File: config.mk
export PLATFORM = sky130hd
export DESIGN_NAME = axi_rd_arbiter_2x1
export DESIGN_NICKNAME = d
export VERILOG_FILES = /design/src/rtl/axi_arb_pkg.sv /design/src/rtl/rr_arbiter_2.sv /design/src/rtl/axi_rd_arbiter_2x1.sv
export SDC_FILE = /design/constraint.sdc
export NUM_CORES = 1
export LEC_CHECK = 0
export ABC_AREA = 1
export BUFFER_PORTS_ARGS = -buffer_cell sky130_fd_sc_hd__buf_2
export CORE_AREA = 5 5 100 102
export DETAILED_ROUTE_END_ITERATION = 6
export DIE_AREA = 0 0 105 107
export GPL_ROUTABILITY_DRIVEN = 1
export PLACE_DENSITY = 0.75
export SLEW_MARGIN = 20
export SYNTH_ARGS = -nofsm -noshare
export SYNTH_HDL_FRONTEND = slang
export SYNTH_SLANG_ARGS = --single-unit
File: constraint.sdc
create_clock -name clk -period 1.55 [get_ports clk]
set_input_delay 0.155 -clock clk [delete_from_list [all_inputs] [get_ports clk]]
set_output_delay 0.155 -clock clk [all_outputs]
set_load 0.005 [all_outputs]
File: src/rtl/axi_arb_pkg.sv
// Shared types and constants for the two-client AXI read arbiter.
// Holds the FSM state encoding, the burst type and the error cause codes.
package axi_arb_pkg;

    typedef enum logic [1:0] {
        IDLE = 2'd0,
        ADDR = 2'd1,
        DATA = 2'd2
    } arb_state_t;

    localparam logic [1:0] AXI_BURST_INCR = 2'b01;

    localparam logic [1:0] ERR_NONE         = 2'b00;
    localparam logic [1:0] ERR_EARLY_LAST   = 2'b01;
    localparam logic [1:0] ERR_MISSING_LAST = 2'b10;
    localparam logic [1:0] ERR_RID          = 2'b11;

    // Full-width beats only: bytes per beat = DATA_WIDTH/8, encoded as log2.
    function automatic logic [2:0] arsize_for(input int data_width);
        logic [2:0] size;
        size = '0;
        for (int i = 0; i < 8; i++) begin
            if ((8 << i) == data_width) begin
                size = 3'(i);
            end
        end
        return size;
    endfunction

endpackage

File: src/rtl/rr_arbiter_2.sv
// Two-way round-robin arbiter: one-hot grant from a request pair, with the
// priority pointer moving to the other client when a granted burst completes.
module rr_arbiter_2 (
    input  logic       clk,
    input  logic       rst,
    input  logic [1:0] req,
    input  logic       done,
    input  logic       done_idx,
    output logic [1:0] grant
);

    logic ptr_reg;

    always_ff @(posedge clk) begin
        if (rst) begin
            ptr_reg <= 1'b0;
        end else if (done) begin
            ptr_reg <= ~done_idx;
        end
    end

    // The pointer only breaks ties; a lone requester always wins.
    always_comb begin
        grant = 2'b00;
        if (req[0] && req[1]) begin
            grant[ptr_reg] = 1'b1;
        end else begin
            grant = req;
        end
    end

endmodule

File: src/rtl/axi_rd_arbiter_2x1.sv
// Shares one AXI4 read master port between two burst clients, one burst at a
// time, with burst-length and RID checking on the returned R beats.
module axi_rd_arbiter_2x1
    import axi_arb_pkg::*;
#(
    parameter int ADDR_WIDTH = 32,
    parameter int DATA_WIDTH = 32,
    parameter int ID_WIDTH   = 8
) (
    input  logic                  clk,
    input  logic                  rst,
    input  logic [ADDR_WIDTH-1:0] c0_araddr,
    input  logic [7:0]            c0_arlen,
    input  logic                  c0_arvalid,
    output logic                  c0_arready,
    output logic [DATA_WIDTH-1:0] c0_rdata,
    output logic [1:0]            c0_rresp,
    output logic                  c0_rlast,
    output logic                  c0_rvalid,
    input  logic                  c0_rready,
    input  logic [ADDR_WIDTH-1:0] c1_araddr,
    input  logic [7:0]            c1_arlen,
    input  logic                  c1_arvalid,
    output logic                  c1_arready,
    output logic [DATA_WIDTH-1:0] c1_rdata,
    output logic [1:0]            c1_rresp,
    output logic                  c1_rlast,
    output logic                  c1_rvalid,
    input  logic                  c1_rready,
    output logic [ID_WIDTH-1:0]   m_arid,
    output logic [ADDR_WIDTH-1:0] m_araddr,
    output logic [7:0]            m_arlen,
    output logic [2:0]            m_arsize,
    output logic [1:0]            m_arburst,
    output logic                  m_arvalid,
    input  logic                  m_arready,
    input  logic [ID_WIDTH-1:0]   m_rid,
    input  logic [DATA_WIDTH-1:0] m_rdata,
    input  logic [1:0]            m_rresp,
    input  logic                  m_rlast,
    input  logic                  m_rvalid,
    output logic                  m_rready,
    output logic                  err,
    output logic [1:0]            err_code
);

    arb_state_t            state_reg;
    logic                  gnt_reg;
    logic [ADDR_WIDTH-1:0] addr_reg;
    logic [7:0]            len_reg;
    logic [7:0]            beat_cnt_reg;
    logic                  arvalid_reg;
    logic                  err_reg;
    logic [1:0]            err_code_reg;

    logic       in_idle;
    logic       in_data;
    logic [1:0] req;
    logic [1:0] grant;
    logic       gnt_rready;
    logic       r_hs;
    logic       r_done;
    logic [1:0] err_now;

    // Combinational handshakes are masked during reset so nothing leaks out.
    assign in_idle = (state_reg == IDLE) && !rst;
    assign in_data = (state_reg == DATA) && !rst;
    assign req     = in_idle ? {c1_arvalid, c0_arvalid} : 2'b00;

    rr_arbiter_2 u_rr (
        .clk      (clk),
        .rst      (rst),
        .req      (req),
        .done     (r_done),
        .done_idx (gnt_reg),
        .grant    (grant)
    );

    assign c0_arready = grant[0];
    assign c1_arready = grant[1];

    assign gnt_rready = gnt_reg ? c1_rready : c0_rready;
    assign m_rready   = in_data && gnt_rready;
    assign c0_rvalid  = in_data && !gnt_reg && m_rvalid;
    assign c1_rvalid  = in_data &&  gnt_reg && m_rvalid;
    assign r_hs       = in_data && m_rvalid && gnt_rready;
    assign r_done     = r_hs && m_rlast;

    assign c0_rdata = m_rdata;
    assign c1_rdata = m_rdata;
    assign c0_rresp = m_rresp;
    assign c1_rresp = m_rresp;
    assign c0_rlast = m_rlast;
    assign c1_rlast = m_rlast;

    assign m_arid    = ID_WIDTH'(gnt_reg);
    assign m_araddr  = addr_reg;
    assign m_arlen   = len_reg;
    assign m_arsize  = arsize_for(DATA_WIDTH);
    assign m_arburst = AXI_BURST_INCR;
    assign m_arvalid = arvalid_reg;
    assign err       = err_reg;
    assign err_code  = err_code_reg;

    // Beat counter holds the index of the beat currently on the bus.
    always_comb begin
        err_now = ERR_NONE;
        if (m_rlast && (beat_cnt_reg != len_reg)) begin
            err_now = ERR_EARLY_LAST;
        end else if (!m_rlast && (beat_cnt_reg == len_reg)) begin
            err_now = ERR_MISSING_LAST;
        end else if (m_rid != ID_WIDTH'(gnt_reg)) begin
            err_now = ERR_RID;
        end
    end

    always_ff @(posedge clk) begin
        if (rst) begin
            state_reg    <= IDLE;
            gnt_reg      <= 1'b0;
            addr_reg     <= '0;
            len_reg      <= '0;
            beat_cnt_reg <= '0;
            arvalid_reg  <= 1'b0;
            err_reg      <= 1'b0;
            err_code_reg <= ERR_NONE;
        end else begin
            case (state_reg)
                IDLE: begin
                    if (|grant) begin
                        addr_reg    <= grant[1] ? c1_araddr : c0_araddr;
                        len_reg     <= grant[1] ? c1_arlen  : c0_arlen;
                        gnt_reg     <= grant[1];
                        arvalid_reg <= 1'b1;
                        state_reg   <= ADDR;
                    end
                end
                ADDR: begin
                    if (m_arready) begin
                        arvalid_reg  <= 1'b0;
                        beat_cnt_reg <= '0;
                        state_reg    <= DATA;
                    end
                end
                DATA: begin
                    if (r_hs) begin
                        beat_cnt_reg <= beat_cnt_reg + 8'd1;
                        // First error wins and sticks; the burst still runs to rlast.
                        if (!err_reg && (err_now != ERR_NONE)) begin
                            err_reg      <= 1'b1;
                            err_code_reg <= err_now;
                        end
                        if (m_rlast) begin
                            state_reg <= IDLE;
                        end
                    end
                end
                default: state_reg <= IDLE;
            endcase
        end
    end

endmodule

==> results of run 1 <==
worst max-delay path by stage:
| stage | cells past startpoint | slack [ns] | startpoint | endpoint |
|---|---|---|---|---|
| after floorplan | 10 | 0.19 | state_reg[0] | beat_cnt_reg[5] |
| after global placement | 6 | 0.15 | state_reg[1] | m_araddr[8] |
| after detailed placement | 6 | 0.04 | state_reg[1] | m_araddr[8] |
| after CTS | 5 | -0.02 | state_reg[1] | c1_arready |
| after global routing | 11 | -0.002 | state_reg[0] | beat_cnt_reg[4] |
| final | 5 | 0.06 | state_reg[1] | c0_arready |
cell usage after synthesis (2+ instances only):
master / n
nor2_2: 3
buf_2: 9
buf_4: 83
clkbuf_1: 8
nor2_1: 15
nor3_1: 2
xor2_1: 2
nor3b_1: 2
o21ai_0: 5
inv_2: 4
conb_1: 2
inv_1: 27
xnor2_1: 3
nand3_1: 7
o21ai_1: 40
a21oi_1: 13
nor3_2: 2
a31oi_1: 40
buf_6: 4
dfxtp_1: 56
nand2_1: 120
through the flow:
step | utilization, % | instances | hold slack (ns) | instance area, um^2
floorplan | - | 471 | 0.3158 | 3344
global placement | 40.06 | 637 | 0.3101 | 3613
detailed placement | 40.06 | 637 | 0.3101 | 3613
CTS | 41.50 | 646 | 0.08040 | 3744
global route | 43.43 | 658 | 0.08533 | 3918
finish | 43.43 | 658 | 0.08791 | 3918
routing by layer:
metal	track usage, %	wire (um)	vias up
li1	-	-	1581
met1	16.10	3784	1411
met2	26.80	4780	134
met3	4.816	759	15
met4	5.023	106	0
met5	0	0	-
critical path, cell delays in order, from the launching register on:
cell	delay (ns)
dfxtp_2	0.37
nor3_4	0.20
o211ai_1	0.16
buf_4	0.17
inv_2	0.04
buf_2	0.10
cell families (layout without fill, tap and decap cells):
kind of cell | Yosys count | count (layout) | share of synthesized area [%]
other | 2 | 12 | 0.2271
XOR/XNOR | 5 | 5 | 1.324
adder cells (fa/ha/maj) | 1 | 1 | 0.3783
buffers and inverters | 136 | 212 | 26.11
AO/OA/AOI/OAI | 103 | 103 | 17.93
flip-flops | 56 | 56 | 33.90
AND/OR/NAND/NOR | 158 | 158 | 20.13
what timing repair did:
item,in CTS,in global routing
pin swaps,2,5
resized for setup,3,10
gates cloned,1,3
setup endpoints to repair,3,37
setup buffers,0,9
hold buffers,0,0
final cells by class:
class                      count  share of cell area (%)
multi-input combinational    279                   35.45
sequential                    56                   28.68
timing repair buffer         172                   26.86
tap                          111                   3.545
inverter                      32                   3.130
clock buffer                   5                   1.757
clock inverter                 3                  0.5749
report_power, final:
part,total [mW],switching (mW),leakage (nW),internal (mW)
clock network,0.845,0.519,0.0485,0.326
logic,0.822,0.419,1.47,0.404
registers,1.63,0.0777,0.461,1.56
==> summary.txt, run 1 <==
Final layout
  • Final antenna diode count: 0
  • Layout Nets: 678
  • Reg area: 1124 um^2
  • Area of the multi-input gates: 1389 um^2
  • Commonest non-fill, non-tap cells in the layout: 148 x buf_2, 118 x nand2_1, 54 x dfxtp_1
  • Fill count: 907
  • Largest register FFs: 32
  • P&R area growth vs syn: 18.46%
  • Most common cell after layout, fill and taps aside: buf_2
  • Layout cells sized above 1: 36.93%

Drt
  • Vias per cell: 4.774
  • Overall via count from detail_route: 3141
  • WL final: 9431 um
  • Initial DRC Count: 92
  • DRC: 0
  • DR WL/cell: 14.33 um
  • Antenna Nets Post-Route: 0
  • Drt pass-1 iters: 4

Synthesis
  • Post-synth EDFFs: 0
  • Post-synth top area cell: dfxtp_1
  • Top_reg_cell synth: dfxtp_1
  • Async set-reset flop share out of synthesis: 0%
  • Synth top area cells: dfxtp_1 34%, buf_4 19%, nand2_1 14%
  • Register area share after synthesis: 33.90%
  • #FFs+latches synth: 56
  • Area share of the largest cell type after synthesis: 33.90%
  • Syn. warnings: 0
  • Cells after Synth: 461
  • Synth Area per Inst: 7.173 um^2
  • Unique masters post-synth: 35
  • Synth Cell Area: 3307 um^2

Power
  • Peak VDD IR: 416.4 uV
  • Pwr dens: 842.8 nW/um^2
  • Tot Pwr: 3.302 mW
  • Cell leakage power: 1.977 nW

Floorplan
  • Horiz. Die Dim: 105 um
  • Starting density of the core: 36.66%
  • Die area: 11240 um^2
  • Core ar.: 9021 um^2
  • Num rows: 35
  • IO Pins: 263
  • DIE HEIGHT: 107 um

Critical path
  • RR Endpoint: m_araddr[8]
  • CP endpoint kind: output port
  • Worst-case reg-to-reg path depth: 7
  • Critical path peak fanout: 3
  • R2r setup slk: 0.10 ns
  • Setup Crit Path Kind: flop to output port
  • WP data required: 1.39 ns
  • Crit path arrival time: 1.33 ns
  • Reg-to-Reg Start: state_reg[1]
  • Setup crit start kind: flop

STA
  • Hold Vio Cnt, Final: 0
  • Fmax: 672.1 MHz
  • Period utilization: 95.99%
  • Final Setup Violations: 0
  • Slew Viols, Final: 0
  • Worst Setup Slack, final: 0.06218 ns
  • Skew final: 0.01342 ns
  • Tmin final: 1.488 ns
  • Setup TNS: 0 ns

Global route
  • Overall routing resource usage: 14.78%
  • Grt total ovfl: 0
  • Vias in the first global route: 3149
  • First-pass GRT wire length: 14010 um
  • Antenna violations before repair: 0
  • Pin count of the biggest net entering global routing: 55

Clock tree
  • Clk sinks: 56
  • Clock Latency Late Sink: 0.31 ns
  • CTS tree: built
  • Cts bufs inserted: 5
  • Clock transition at path regs: 0.12 ns
  • Root buffer cell: clkbuf_8
  • H-tree depth: 2
  • Clock Tree Buf Depth: 2

Place
  • Final HPWL DP: 6891 um
  • Routability-driven placement congestion ratio: 0.8020
  • Pre-CTS setup slack: 0.03767 ns
  • Buffers on Ports: 148

Hold path
  • Tightest Hold Check Type: primary input to flop
  • Hold path start: c0_arlen[4]
  • Worst Hold Depth: 3
  • Hold endpoint: m_arlen[4]

Run
  • Max Cap Viol: 0

Outcome
  • Status: finished clean
Note: power is estimated with default switching activity, not from simulation.
==> run 2: changes to the inputs <==
--- a/config.mk
+++ b/config.mk
@@ -5,13 +5,13 @@
 export SDC_FILE = /design/constraint.sdc
 export NUM_CORES = 1
 export LEC_CHECK = 0
-export ABC_AREA = 1
 export BUFFER_PORTS_ARGS = -buffer_cell sky130_fd_sc_hd__buf_2
-export CORE_AREA = 5 5 100 102
+export CORE_MARGIN = 5
+export CORE_UTILIZATION = 40
 export DETAILED_ROUTE_END_ITERATION = 6
-export DIE_AREA = 0 0 105 107
 export GPL_ROUTABILITY_DRIVEN = 1
-export PLACE_DENSITY = 0.75
+export MAX_ROUTING_LAYER = met4
+export PLACE_DENSITY = 0.8
 export SLEW_MARGIN = 20
 export SYNTH_ARGS = -nofsm -noshare
 export SYNTH_HDL_FRONTEND = slang
==> run 2 against run 1 <==
Compared with the run above: the run now ends with negative setup slack left; first-iteration DRC count shrank 51%; combinational power fell by 8.2%; via count fell by 5.8%; synthesized cell count fell by 17%; wire length decreased by 3.7%; utilization rose by 7.2 points; critical endpoint is now m_araddr[7]; highest routed layer unchanged.
==> summary.txt, run 2 <==
Drt
  • Antenna Nets Post-Route: 0
  • Drt pass-1 iters: 4
  • DRC: 0
  • DR WL/cell: 15.93 um
  • WL final: 9081 um
  • Initial DRC Count: 45
  • Vias per cell: 5.191
  • Overall via count from detail_route: 2959

Global route
  • Pin count of the biggest net entering global routing: 49
  • Met3 usage: 4.339%
  • Grt met2 use: 28.47%
  • Overall routing resource usage: 16.70%
  • Met1 usage: 17.90%
  • Grt total ovfl: 0
  • First-pass GRT wire length: 13500 um
  • Antenna violations before repair: 1
  • Vias in the first global route: 2954
  • Most Crowded Layer GR: met2

Floorplan
  • IO Pins: 263
  • Horiz. Die Dim: 101.5 um
  • DIE HEIGHT: 101.5 um
  • Num rows: 33
  • Core ar.: 8175 um^2
  • Starting density of the core: 40.94%
  • Die area: 10300 um^2

Place
  • Final HPWL DP: 6452 um
  • Buffers on Ports: 148
  • Area after DPL: 3676 um^2
  • Routability-driven placement congestion ratio: 0.8050
  • Cell count after placement: 552
  • Pre-CTS setup slack: -0.1892 ns

Critical path
  • CP endpoint kind: flop
  • R2r setup slk: -0.01 ns
  • Setup crit start kind: flop
  • Setup Crit Path Kind: flop to flop
  • Reg-to-Reg Start: state_reg[0]
  • Crit path arrival time: 1.78 ns
  • Critical path peak fanout: 12
  • RR Endpoint: m_araddr[7]
  • Worst-case reg-to-reg path depth: 6
  • WP data required: 1.77 ns

STA
  • Fmax: 641.0 MHz
  • Setup TNS: -0.009956 ns
  • Worst-margin pin slew: 0.5946 ns
  • Final Setup Violations: 1
  • RSZ-0062 raised after global routing: yes
  • Slew headroom: 60.36%
  • Period utilization: 100.6%
  • Hold Slack: 0.09713 ns
  • Worst Setup Slack, final: -0.009956 ns
  • Tmin final: 1.560 ns
  • Slew Viols, Final: 0
  • Skew final: 0.01437 ns
  • Hold Vio Cnt, Final: 0

Synthesis
  • Cells after Synth: 382
  • Top_reg_cell synth: dfxtp_1
  • Synth Area per Inst: 8.762 um^2
  • Post-synth EDFFs: 0
  • #FFs+latches synth: 56
  • Area share of the largest cell type after synthesis: 33.50%
  • Post-synth top cells: 88 x buf_4, 56 x dfxtp_1, 45 x nor2_1, 41 x a211oi_1, 41 x mux2i_1
  • Largest family of logic cells by synthesized area: buffers and inverters
  • Register area share after synthesis: 33.50%
  • Synth Cell Area: 3347 um^2
  • Synth top area cells: dfxtp_1 33%, buf_4 20%, mux2i_1 12%
  • Post-synth top area cell: dfxtp_1
  • Most common cell in the netlist: buf_4
  • Unique masters post-synth: 40
  • Async set-reset flop share out of synthesis: 0%
  • Syn. warnings: 0
  • Mux contribution to synthesized area: 12.60%
  • Synth Area in XOR/XNOR: 2.355%
  • Synth Area in Adders: 0.3738%
  • Post-Synth Simple-Gate Area: 14.43%
  • Complex-gate fraction of the synthesized area: 13.91%

Clock tree
  • Clock Latency Late Sink: 0.31 ns
  • Root buffer cell: clkbuf_8
  • Hold_buf cts: 0
  • Cts bufs inserted: 5
  • Clock transition at path regs: 0.09 ns
  • CTS tree: built
  • H-tree depth: 2
  • Clk sinks: 56
  • Clock Tree Buf Depth: 2

Run
  • Max Cap Viol: 0

Final layout
  • Design area: 4135 um^2
  • Largest register FFs: 32
  • Commonest non-fill, non-tap cells in the layout: 147 x buf_2, 53 x dfxtp_1, 44 x nor2_1
  • Reg area: 1130 um^2
  • P&R area growth vs syn: 23.55%
  • Most common cell after layout, fill and taps aside: buf_2
  • Final non-filler cell total: 570
  • Fill count: 754
  • Layout cells sized above 1: 44.61%
  • Layout Nets: 595
  • Area of the multi-input gates: 1635 um^2

Hold path
  • Tightest Hold Check Type: primary input to flop
  • Hold path start: m_arready
  • Hold endpoint: state_reg[0]
  • Worst Hold Depth: 2

Outcome
  • Failing checks: negative setup slack
  • Status: complete, but fails checks

Power
  • Pwr dens: 844.8 nW/um^2
  • Cell leakage power: 2.079 nW
  • Peak VDD IR: 523.3 uV
## run 2: cells by family (layout without fill, tap and decap cells)
group | after synthesis | count (layout)
buf+inv | 110 | 182
simple gates | 96 | 96
compound gates | 66 | 66
flops | 56 | 56
mux | 42 | 42
xor+xnor | 9 | 9
other cells | 2 | 13
fa+ha+maj | 1 | 1
## run 2: worst max path at each step
stage / from / end / slack (ns) / depth (start not counted)
floorplan: m_rid[1] / err / 0.002 / 4
global placement: m_rid[1] / err / -0.14 / 5
detailed placement: m_rid[1] / err / -0.19 / 5
CTS: state_reg[0] / c1_arready / -0.02 / 6
global route: state_reg[0] / m_araddr[7] / -0.13 / 6
finish: state_reg[0] / m_araddr[7] / -0.01 / 6
## run 2: worst max-delay path: stages, from the launching register on
cell and delay, ns:
dfxtp_4 0.37, nor3_2 0.16, buf_4 0.16, nand3_4 0.11, bufbuf_16 0.31, mux2i_1 0.14
a211oi_2 0.22
## run 2: power breakdown
group          switching (mW)  total, mW  internal (mW)
registers              0.0658       1.60           1.53
clock network           0.489       1.14          0.651
logic                   0.350      0.755          0.404
## run 2: what timing repair did
| item | CTS | global route |
|---|---|---|
| cloned | 3 | 1 |
| resized for setup | 12 | 22 |
| setup endpoints to repair | 6 | 41 |
| pin swaps | 10 | 11 |
| buffers inserted | 2 | 3 |
## run 2: per-stage QoR
stage	utilization (%)	power (mW)
after detailed placement	44.96	2.274
after global routing	50.58	3.673
after global placement	44.96	2.252
final	50.58	3.494
after floorplan	-	2.126
after CTS	48.79	3.493
## run 2: routing by layer
layer  wire length, um  share of wire [%]
met5                 0                  0
met4               308                3.4
met3               733                8.1
met2              4559                 50
met1              3480                 38
## run 2: area by class of cell
class	instances	share of cell area (%)
multi-input combinational	226	39.55
sequential	56	27.32
timing repair buffer	170	26.08
clock inverter	3	1.664
antenna	1	0.06051
inverter	4	0.4841
clock buffer	5	1.664
tap	105	3.177
==> run 3: changes to the inputs <==
--- a/config.mk
+++ b/config.mk
@@ -11,7 +11,7 @@
 export DETAILED_ROUTE_END_ITERATION = 6
 export GPL_ROUTABILITY_DRIVEN = 1
 export MAX_ROUTING_LAYER = met4
-export PLACE_DENSITY = 0.8
+export PLACE_DENSITY_LB_ADDON = 0.08
 export SLEW_MARGIN = 20
 export SYNTH_ARGS = -nofsm -noshare
 export SYNTH_HDL_FRONTEND = slang
==> run 3 against run 2 <==
Compared with the run above: the run now ends clean; combinational power is 1% lower; global-route usage is 1.4 points higher; setup slack better by 0.013 ns; first-iteration DRC count is 16% higher; fmax is 0.86% higher; via count is 1.3% lower; hold slack worse by 0.035 ns; final area is 0.30% lower; register-to-register slack hardly changed; critical path type unchanged; critical endpoint is now beat_cnt_reg[7]; largest cell class unchanged; highest routed layer unchanged.
==> summary.txt, run 3 (synthesized netlist as in run 2, its figures left out) <==
Final layout
  • Fill count: 833
  • Most common cell after layout, fill and taps aside: buf_2
  • Final antenna diode count: 0
  • Commonest non-fill, non-tap cells in the layout: 147 x buf_2, 53 x dfxtp_1, 40 x mux2i_1
  • Area of the multi-input gates: 1678 um^2
  • Final non-filler cell total: 577
  • Layout cells sized above 1: 47.03%
  • P&R area growth vs syn: 23.18%
  • Largest register FFs: 32
  • Reg area: 1130 um^2
  • Layout Nets: 603

Global route
  • Vias in the first global route: 2988
  • First-pass GRT wire length: 14520 um
  • Grt total ovfl: 0
  • Antenna violations before repair: 0
  • Overall routing resource usage: 18.14%
  • Pin count of the biggest net entering global routing: 47

Drt
  • Vias per cell: 5.064
  • Overall via count from detail_route: 2922
  • WL final: 9265 um
  • Initial DRC Count: 52
  • DRC: 0
  • Antenna Nets Post-Route: 0
  • DR WL/cell: 16.06 um
  • Drt pass-1 iters: 4

Clock tree
  • Root buffer cell: clkbuf_8
  • Hold_buf cts: 0
  • Clock Latency Late Sink: 0.31 ns
  • CTS tree: built
  • Clock transition at path regs: 0.10 ns
  • Cts bufs inserted: 5
  • H-tree depth: 2
  • Clk sinks: 56
  • Clock Tree Buf Depth: 2

Power
  • P_int: 2.297 mW
  • Peak VDD IR: 397.1 uV
  • Sw power: 0.9026 mW
  • Sw Ratio: 28.21%
  • Reg power frac: 50.0%
  • Pwr dens: 776.2 nW/um^2
  • Cell leakage power: 2.050 nW
  • Clock Power Share: 26.7%
  • Combinational share of power: 23.3%
  • Tot Pwr: 3.200 mW

Place
  • Buffers on Ports: 148
  • Pre-CTS setup slack: -0.1721 ns
  • Routability-driven placement congestion ratio: 0.7569
  • Final HPWL DP: 6457 um
  • Cell count after placement: 560

Critical path
  • Worst path max stage delay: 0.50 ns
  • Worst-path cell chain: and4bb_2, a21oi_2, or4_1, a21oi_1
  • Worst-case reg-to-reg path depth: 4
  • Crit path depth: 4
  • Slowest CP cell: or4_1
  • Largest delay share family, worst path: simple AND/OR/NAND/NOR gates
  • CP Buf/Inv Count: 0
  • Crit path arrival time: 1.80 ns
  • Setup crit start kind: flop
  • WP data required: 1.80 ns
  • Setup Crit Path Kind: flop to flop
  • CP endpoint kind: flop
  • Critical path peak fanout: 6

Floorplan
  • Die area: 10300 um^2
  • Core ar.: 8175 um^2
  • Num rows: 33
  • Horiz. Die Dim: 101.5 um
  • Starting density of the core: 40.94%
  • IO Pins: 263
  • DIE HEIGHT: 101.5 um

Run
  • Max Cap Viol: 0

STA
  • Skew final: 0.01033 ns
  • Final Setup Violations: 0
  • Fmax: 646.6 MHz
  • Slew headroom: 59.26%
  • Tmin final: 1.547 ns
  • Slew Viols, Final: 0
  • Worst Setup Slack, final: 0.003399 ns
  • RSZ-0062 raised after global routing: yes
  • Hold Slack: 0.06240 ns
  • Period utilization: 99.78%
  • Worst-margin pin slew: 0.6112 ns
  • Hold Vio Cnt, Final: 0

Hold path
  • Tightest Hold Check Type: primary input to flop
  • Worst Hold Depth: 2

Outcome
  • Status: finished clean
-- run 3: changes by cell type in the layout (fill, tap and decap cells not counted), moves of 2 or more --
cell,change
buf_4,+8
bufinv_16,-2
buf_12,-3
nor4_1,+2
nor2_1,-5
buf_6,+3
a211oi_1,-6
a211oi_2,+6
nor3_4,+2
nor2_2,+5
nor3_2,-2
-- run 3: layer usage --
layer  share of wire (%)  vias up  GRT usage (%)
met2                  47      129          28.97
met1                  43     1347          22.39
met3                 8.3       19          5.028
li1                    -     1427              -
met4                 1.4        0          5.215
met5                   0        -              -
-- run 3: layout make-up --
class / instances / area share [%]
multi-input combinational: 227 / 40.70
sequential: 56 / 27.41
timing repair buffer: 177 / 25.95
tap: 105 / 3.187
clock buffer: 7 / 2.094
inverter: 4 / 0.4856
clock inverter: 1 / 0.1821
-- run 3: worst paths after layout --
path / end / start / slack, ns
hold / removal: state_reg[0] / m_arready / 0.06
setup reg to reg: beat_cnt_reg[7] / state_reg[0] / 0.003
hold reg to reg: m_arvalid / m_arvalid / 0.48
setup / recovery: beat_cnt_reg[7] / state_reg[0] / 0.003
-- run 3: timing repair --
action,CTS,global route
buffers inserted,4,3
gates cloned,2,1
resized for setup,9,39
setup endpoints to repair,18,51
pin swaps,3,16
-- run 3: stage by stage --
stage                     utilization, %  TNS [ns]  area (um^2)
after floorplan                        -         0         3388
after global placement             45.39   -0.3161         3711
final                              50.43         0         4123
after global routing               50.43   -0.6545         4123
after detailed placement           45.39   -0.4427         3711
after CTS                          48.10  -0.01850         3933
-- run 3: power by group through the flow --
stage | logic, mW | registers (mW) | clock network [mW]
6_report | 0.744 | 1.60 | 0.856
5_1_grt | 0.819 | 1.62 | 0.930
4_1_cts | 0.697 | 1.60 | 0.877
3_5_place_dp | 0.654 | 1.63 | 0
3_3_place_gp | 0.646 | 1.63 | 0
2_1_floorplan | 0.498 | 1.63 | 0
